<file path="config.mk">
export PLATFORM = sky130hd
export DESIGN_NAME = addsub_rr_arbiter
export DESIGN_NICKNAME = d
export VERILOG_FILES = /design/src/rtl/addsub_rr_arbiter.sv
export SDC_FILE = /design/constraint.sdc
export NUM_CORES = 1
export LEC_CHECK = 0
export CORE_MARGIN = 10
export CORE_UTILIZATION = 45
export DETAILED_ROUTE_END_ITERATION = 8
export PLACE_DENSITY_LB_ADDON = 0.12
export SLEW_MARGIN = 10
export SYNTH_ARGS = -nofsm -noshare
export SYNTH_HDL_FRONTEND = slang
export SYNTH_SLANG_ARGS = --single-unit
</file>
<file path="constraint.sdc">
create_clock -name clk -period 2 [get_ports clk]
set_clock_uncertainty 0.15 [all_clocks]
set_input_delay 0.2 -clock clk [delete_from_list [all_inputs] [get_ports clk]]
set_output_delay 0.2 -clock clk [all_outputs]
set_load 0.1 [all_outputs]
</file>
<file path="src/rtl/addsub_rr_arbiter.sv">
// Round-robin arbiter sharing one n-bit adder/subtractor between two requesters.
// Requests use valid/ready; each result is held with its requester ID until the consumer takes it.

module subtractor_nbit #(
  parameter int N = 4
) (
  input  logic [N-1:0] x,
  input  logic [N-1:0] y,
  input  logic         cntrl,
  output logic [N-1:0] s,
  output logic         c_out,
  output logic         overflow
);

  logic [N-1:0] y_eff;
  logic [N:0]   sum;

  // Subtraction is x + ~y + 1; cntrl doubles as the carry-in.
  assign y_eff    = y ^ {N{cntrl}};
  assign sum      = {1'b0, x} + {1'b0, y_eff} + {{N{1'b0}}, cntrl};
  assign s        = sum[N-1:0];
  assign c_out    = sum[N];
  assign overflow = (x[N-1] == y_eff[N-1]) && (s[N-1] != x[N-1]);

endmodule

module addsub_rr_arbiter #(
  parameter int N = 4
) (
  input  logic         clk,
  input  logic         reset_n,
  input  logic         req0_valid,
  output logic         req0_ready,
  input  logic [N-1:0] req0_x,
  input  logic [N-1:0] req0_y,
  input  logic         req0_sub,
  input  logic         req1_valid,
  output logic         req1_ready,
  input  logic [N-1:0] req1_x,
  input  logic [N-1:0] req1_y,
  input  logic         req1_sub,
  output logic         resp_valid,
  input  logic         resp_ready,
  output logic         resp_id,
  output logic [N-1:0] resp_s,
  output logic         resp_c_out,
  output logic         resp_overflow
);

  typedef enum logic [1:0] {
    IDLE = 2'd0,
    EXEC = 2'd1,
    RESP = 2'd2
  } state_t;

  state_t       state;
  logic         ptr;
  logic [N-1:0] op_x;
  logic [N-1:0] op_y;
  logic         op_sub;
  logic         op_id;
  logic         grant;
  logic         accept;
  logic [N-1:0] alu_s;
  logic         alu_c_out;
  logic         alu_overflow;

  // NOTE: every signal written in always_comb gets a default first, so no path leaves it unassigned and no latch is inferred.
  always_comb begin
    grant = 1'b0;
    if (req0_valid && req1_valid) begin
      grant = ptr;
    end else if (req1_valid) begin
      grant = 1'b1;
    end
  end

  assign req0_ready = (state == IDLE) && req0_valid && !grant;
  assign req1_ready = (state == IDLE) && req1_valid &&  grant;
  assign accept     = req0_ready || req1_ready;

  subtractor_nbit #(.N(N)) u_addsub (
    .x        (op_x),
    .y        (op_y),
    .cntrl    (op_sub),
    .s        (alu_s),
    .c_out    (alu_c_out),
    .overflow (alu_overflow)
  );

  // NOTE: sequential state uses non-blocking assignments so every register samples pre-edge values; all registers are cleared by the async reset.
  always_ff @(posedge clk or negedge reset_n) begin
    if (!reset_n) begin
      state         <= IDLE;
      ptr           <= 1'b0;
      op_x          <= '0;
      op_y          <= '0;
      op_sub        <= 1'b0;
      op_id         <= 1'b0;
      resp_valid    <= 1'b0;
      resp_id       <= 1'b0;
      resp_s        <= '0;
      resp_c_out    <= 1'b0;
      resp_overflow <= 1'b0;
    end else begin
      case (state)
        IDLE: begin
          if (accept) begin
            op_x   <= grant ? req1_x   : req0_x;
            op_y   <= grant ? req1_y   : req0_y;
            op_sub <= grant ? req1_sub : req0_sub;
            op_id  <= grant;
            state  <= EXEC;
          end
        end
        EXEC: begin
          resp_s        <= alu_s;
          resp_c_out    <= alu_c_out;
          resp_overflow <= alu_overflow;
          resp_id       <= op_id;
          resp_valid    <= 1'b1;
          state         <= RESP;
        end
        RESP: begin
          if (resp_ready) begin
            resp_valid <= 1'b0;
            ptr        <= ~resp_id;
            state      <= IDLE;
          end
        end
        default: state <= IDLE;
      endcase
    end
  end

endmodule
</file>
* Yosys cells after proc, flatten, opt, wreduce, memory -nomap -nowiden
Cells that the tools add are included.
Cells by class: add/subtract/negate cells 2, multiply operators 0, div/mod/pow operators 0, order comparisons 0, equal/unequal tests 6, shift operators 0, mux-type cells 10, bitwise gates (word level) 2, reduce and logical (&&, ||, !) cells 14
Operator list (number):
- $mux 4 | 2
- $reduce_and 2->1 | 4
- $logic_and 1x1->1 | 6
- $pmux 2 s3 | 1
- $add 4x4->5 | 1
- $add 5x1->5 | 1
- $mux 1 | 4
- $mux 2 | 2
- $ne 2x2->1 const B | 2
- $xor 4x4->4 | 1
- $eq 2x1->1 const B | 1
- $eq 2x2->1 const B | 1
- $logic_not 2->1 | 1
- $pmux 1 s2 | 1
- $reduce_bool 2->1 | 1
- $eq 1x1->1 | 1
- $logic_not 1->1 | 1
- $logic_or 1x1->1 | 1
- $ne 1x1->1 | 1
- $not 1->1 | 1
Word-level totals: bits in registers 21, latch bits 0, memory bits (writable) 0, bits in read-only memories 0, input port bits 23, logic and storage cells 45, memories 0

* Depth between registers and ports, before layout
Gate-level depths: netlist of run 1.
word-level depth 7, depth in mapped cells 6, gate-level depth less buffers 6

* Hierarchy
From an unflattened synthesis of run 1, not the netlist that was laid out.
Unflattened totals: cells, all modules 108, area total of the unflattened synthesis 1148.6 µm²
By module, submodules not included:
- addsub_rr_arbiter | times used 1, cells an instance 90, area each 954.7 µm², sequential area each 525.5 µm²
- subtractor_nbit | times used 1, cells an instance 18, area each 193.9 µm², sequential area each 0.0 µm²

* Least setup slack after synthesis of run 1
OpenSTA, ideal clock, no wires.
path type reg2out, start reg state[1], end out req1_ready, data arrival time 2551 ps, required time 1650 ps, path slack -901 ps, cell stages (with the launch flop) 2, buffers on the path 0, cell sequence dfrtp_1 -> nor3_1
Between the ends: word-level cells in the longest chain between the ends 3
Ends and longest elaborated chain:
- start: declaration | RTL line 56 | state_t state;
- start signal: assignment | RTL line 94 | state <= IDLE;
- start signal: assignment | RTL line 113 | state <= EXEC;
- start signal: assignment | RTL line 122 | state <= RESP;
- $logic_not 2->1 | RTL line 79 | assign req1_ready = (state == IDLE) && req1_valid && grant;
- $logic_and 1x1->1 (2 in series) | RTL line 79
- end: declaration | RTL line 38 | output logic req1_ready,
No other way between the ends.

* Worst setup path after layout of run 1
start reg op_sub, end reg resp_c_out
Between the ends: word-level cells in the longest chain between the ends 3
Ends and longest elaborated chain:
- start: declaration | RTL line 60 | logic op_sub;
- start signal: assignment | RTL line 111 | op_sub <= grant ? req1_sub : req0_sub;
- $xor 4x4->4 | RTL line 19 | assign y_eff = y ^ {N{cntrl}};
- $add 4x4->5 | RTL line 20 | assign sum = {1'b0, x} + {1'b0, y_eff} + {{N{1'b0}}, cntrl};
- $add 5x1->5 (*) | RTL line 20
- end signal: assignment | RTL line 118 | resp_c_out <= alu_c_out;
- end: declaration | RTL line 46 | output logic resp_c_out,
Mark *: on every way between the ends. The rest lies on a longest branch, timed or not. A chain may end at the register's enable or synchronous reset.

==> qor.yml, run 1 <==
seq_area_frac_synth_pct: 49.5
wl_per_cell_um: 13.2
hold_violations: 0
worst_path_max_delay_cell: "dfrtp_1"
end_kind: "flop"
hold_buffers: 0
fin_area_mm2: 0.00145
portBuffers: 32
synthDistinctLibCells: 26
timing.hold.ws_ps: 87.7
dieWidth_um: 68.6
clk_path_buf_depth: 2
dpl_cell_area_mm2: 0.00143
netlist_instances: 98
via_count: 804
drcViolationCount: 0
min_path_type: "in -> async"
gp_congestion: 0.835
path_clk_slew_ps: 110
path_max_fanout: 5
worst_pin_slew_ps: 443
cts_tree: "built"
io_pins: 33
die-area_mm2: 0.00470
worstSkewPairLatency_ps: 290
slowest_delay_ps: 460
drive_gt1_share_pct: 17.9
diodes: 0
grt_pass1_vias: 850
post_cts_buffers: 0
slew_headroom_pct: 70.5
syn_area_mm2: 0.00106
finalWirelength_um: 2140
dr.pass1.iters: 4
dpl_worst_slack_ps: 124
drtAntennaViolNets: 0
nNetsFinal: 162
yosys_warnings: 0
fin_crit_ps: 1900
clkSinkCount: 21
cts_root_buf: "clkbuf_4"
antenna_found_initial: 0
cp.required_ps: 2010
core_area_mm2: 0.00223
r2r_cells: 5
fmax_mhz: 527
critPathBufInv: 0
ys_seq_elements: 21
cts-buffers-inserted: 3
worstSetupStartpointType: "flop"
status: "completed"
finalWorstSetupSlack_ps: 104
syn2layout_area_growth_pct: 36.7
grt_usage_pct: 9.65
grt_pass1_wl_um: 3570
fin_crit_sh_pct: 94.8
r2r_slack_ps: 100
critPathArrivalTime_ps: 1910
cap_viol_max_count: 0
rsz0062_at_grt: "no"
vias_per_cell: 4.96
syn_avg_cell_area_um2: 10.8
path_cells: "mux2_4, fa_1, a21o_1, a21oi_1, o21ai_0"
fin_tns_setup_ps: 0
initial_core_util_pct: 47.6
cts_resized: 0
fp.dieH_um: 68.6
htree_levels: 1
critical_path_class: "reg -> reg"
synth.net_count: 125
dp_hpwl_um: 1760
grt_overflow_total: 0
cp_top_family: "flip-flops"
maxSlewViolCount: 0
grt_max_degree: 22
cp.depth: 5
drt-initial-drc-count: 14
std_cell_rows: 17
setup_viol: 0
-- final timing paths --
path	to	from
hold / removal	state[1]$_DFFE_PN0P_	reset_n
max in group asynchronous	op_x[1]$_DFFE_PN0P_	reset_n
setup reg to reg	resp_c_out$_DFFE_PN0P_	op_sub$_DFFE_PN0P_
min in group clk	op_id$_DFFE_PN0P_	op_id$_DFFE_PN0P_
setup / recovery	resp_c_out$_DFFE_PN0P_	op_sub$_DFFE_PN0P_
hold reg to reg	op_id$_DFFE_PN0P_	op_id$_DFFE_PN0P_
-- cell type report --
cell class	count	area [µm²]
tap	28	35.0
multi-input combinational	71	508
inverter	2	7.51
sequential	21	526
timing repair buffer	36	350
clock buffer	4	26.3
fill	206	781
-- through the flow --
stage                     cells  utilization, %
after floorplan              98               -
after global placement      158            63.9
after detailed placement    158            63.9
after CTS                   162            65.0
after global routing        162            65.0
final                       162            65.0
-- registers in the layout, indices dropped and copies added, names as in the netlist --
signal         count
op_x               4
op_y               4
resp_s             4
state              2
op_id              1
op_sub             1
ptr                1
resp_c_out         1
resp_id            1
resp_overflow      1
resp_valid         1
-- synthesized netlist by cell type --
cell type,count,area share [%]
nor2_1,10,3.5
a21o_1,2,1.4
a21o_2,1,0.82
a21oi_1,12,5.7
nand3b_1,1,0.71
o21ai_1,1,0.47
o21ai_0,6,2.8
nor2b_1,1,0.59
nor3_1,1,0.47
buf_6,1,1.1
mux2i_1,9,8.5
buf_2,2,0.94
xnor2_1,2,1.6
inv_1,2,0.71
o21a_1,1,0.71
nand2_1,8,2.8
nand2b_1,2,1.2
xor2_1,5,4.1
fa_1,1,1.9
mux2_2,2,2.1
o31ai_1,1,0.71
ha_1,3,3.5
mux2_4,1,1.4
buf_4,1,0.71
a31oi_4,1,2.0
dfrtp_1,21,49
-- metal layers --
metal | global-route usage [%] | vias to the layer above | wire length, µm
met5 | 0 | - | 0
met4 | 4.27 | 0 | 23
met3 | 2.42 | 2 | 147
met2 | 15.1 | 22 | 981
met1 | 12.3 | 369 | 991
li1 | - | 411 | -
-- cell usage in the layout, fill, tap and decap left out, drive strengths merged --
cell / n
nor2: 10
a31oi: 1
ha: 3
a21o: 3
xnor2: 2
o21ai: 7
nor2b: 1
buf: 14
clkbuf: 4
nor3: 1
mux2: 3
xor2: 5
clkdlybuf4s50: 22
mux2i: 9
fa: 1
dfrtp: 21
o31ai: 1
o21a: 1
nand2: 8
a21oi: 12
nand3b: 1
inv: 2
nand2b: 2
-- cells by family (layout without fill, tap and decap cells) --
kind of cell / count (synthesis) / count (layout) / share of synthesized area [%]
buf+inv: 6 / 42 / 3.42
simple gates: 23 / 23 / 9.31
flops: 21 / 21 / 49.5
mux: 12 / 12 / 12.0
fa+ha+maj: 4 / 4 / 5.42
compound gates: 25 / 25 / 14.6
xor+xnor: 7 / 7 / 5.77
Power of run 1 is left out: the tool's default activity adds up to more than one toggle a clock period on the data nets, which glitch-free logic cannot reach.
==> run 2, diff against run 1 <==
- CAP_MARGIN: default -> 0
- CTS_CLUSTER_DIAMETER: default -> 150
==> results of run 2 <==
Same layout as run 1: the final DEF is identical, and so are final timing and power.
Power of run 2 is left out for the same reason.
==> run 3, diff against run 2 <==
- PLACE_DENSITY: default -> 0.78
- PLACE_DENSITY_LB_ADDON: 0.12 -> default
==> qor.yml, run 3 (synthesized netlist as in run 1, its figures left out) <==
final_common_cell: "clkdlybuf4s50_1"
grt_pass1_wl_um: 3950
worstSetupStartpointType: "flop"
initial_core_util_pct: 47.6
dieWidth_um: 68.6
htree_levels: 1
layout_common_cells: "22 x clkdlybuf4s50_1, 20 x dfrtp_1, 13 x buf_4"
drcViolationCount: 0
drt-initial-drc-count: 19
r2r_start: "op_sub$_DFFE_PN0P_"
fmax_mhz: 543
cap_viol_max_count: 0
post_cts_buffers: 0
fin_tns_setup_ps: 0
std_cell_rows: 17
die-area_mm2: 0.00470
diodes: 0
cp.required_ps: 2010
dp_hpwl_um: 1910
clkSinkCount: 21
cts-buffers-inserted: 3
io_pins: 33
hold_violations: 0
critical_path_class: "reg -> reg"
routedLengthMet1_um: 967
portBuffers: 32
cp_common_cell: "xor2_1"
drtAntennaViolNets: 0
fin_crit_ps: 1840
fin_crit_sh_pct: 92.1
final_core_util_pct: 65.5
dpl_worst_slack_ps: 131
biggestRegsByFlops: "op_x x4, op_y x4, resp_s x4"
grt_usage_pct: 10.6
hold_buffers: 0
clk_path_buf_depth: 2
critPathLaunch: "op_sub$_DFFE_PN0P_"
worst_path_max_delay_cell: "dfrtp_2"
met3_length_um: 163
syn2layout_area_growth_pct: 37.8
dr.pass1.iters: 6
critPathArrivalTime_ps: 1850
finalWorstSetupSlack_ps: 158
gp_congestion: 0.826
cts_tree: "built"
worstSkewPairLatency_ps: 300
min_path_type: "in -> async"
antenna_found_initial: 0
path_max_fanout: 5
slowest_delay_ps: 460
vias_per_cell: 4.92
slew_headroom_pct: 73.9
setup_viol: 0
fp.dieH_um: 68.6
top_layer: "met3"
wl_met2_um: 1120
wl_per_cell_um: 13.8
via_count: 802
nNetsFinal: 163
path_clk_slew_ps: 130
maxSlewViolCount: 0
path_cells: "xor2_1, ha_1, a21o_2, a31oi_4, xor2_1, o21ai_0"
grt_pass1_vias: 866
grt_overflow_total: 0
cts_root_buf: "clkbuf_4"
status: "completed"
worst_pin_slew_ps: 392
finalWirelength_um: 2250
core_area_mm2: 0.00223
grt_max_degree: 22
cts_resized: 0
end_kind: "flop"
rsz0062_at_grt: "no"
drive_gt1_share_pct: 20.0
run 3: cell types whose count changed in the layout (fill, tap and decap cells not counted):
cell	previous run	this run
dfrtp_2	0	1
buf_4	12	13
fa_2	0	1
fa_1	1	0
dfrtp_1	21	20
run 3: per-stage QoR:
stage | hold WS (ps) | instances | area, µm²
global route | 95.6 | 163 | 1460
CTS | 83.5 | 163 | 1460
global placement | 314 | 159 | 1430
detailed placement | 319 | 159 | 1430
finish | 67.5 | 163 | 1460
floorplan | -246 | 98 | 1070
run 3: final timing paths:
kind / end / depth (start not counted) / slack, ps
min in group clk: resp_s[2]$_DFFE_PN0P_ / 2 / 350
max in group asynchronous: op_sub$_DFFE_PN0P_ / 2 / 1390
worst max-delay path: resp_s[3]$_DFFE_PN0P_ / 6 / 160
worst min-delay path: op_x[0]$_DFFE_PN0P_ / 2 / 70
worst min register to register: resp_s[2]$_DFFE_PN0P_ / 2 / 350
worst max register to register: resp_s[3]$_DFFE_PN0P_ / 6 / 160
run 3: per-layer routing:
metal	vias to the layer above	GRT usage [%]
met2	21	19.5
li1	407	-
met1	374	12.1
met3	0	3.22
met5	-	0
met4	0	1.51
run 3: critical path: cells and delay by family (launching register included):
kind                       cells  cell delay, ps
adders and majority gates      1             290
xor gates and xnor gates       2             330
DFF                            1             460
AOI/OAI and AO/OA              3             490
run 3: cell type report:
| cell class | count | area, µm² |
|---|---|---|
| clock buffers | 4 | 26.3 |
| fillers | 198 | 769 |
| inverters | 2 | 7.51 |
| multi-input cells | 71 | 510 |
| flip-flops and latches | 21 | 527 |
| well taps | 28 | 35.0 |
| repair buffers | 37 | 358 |
Power of run 3 is left out for the same reason.
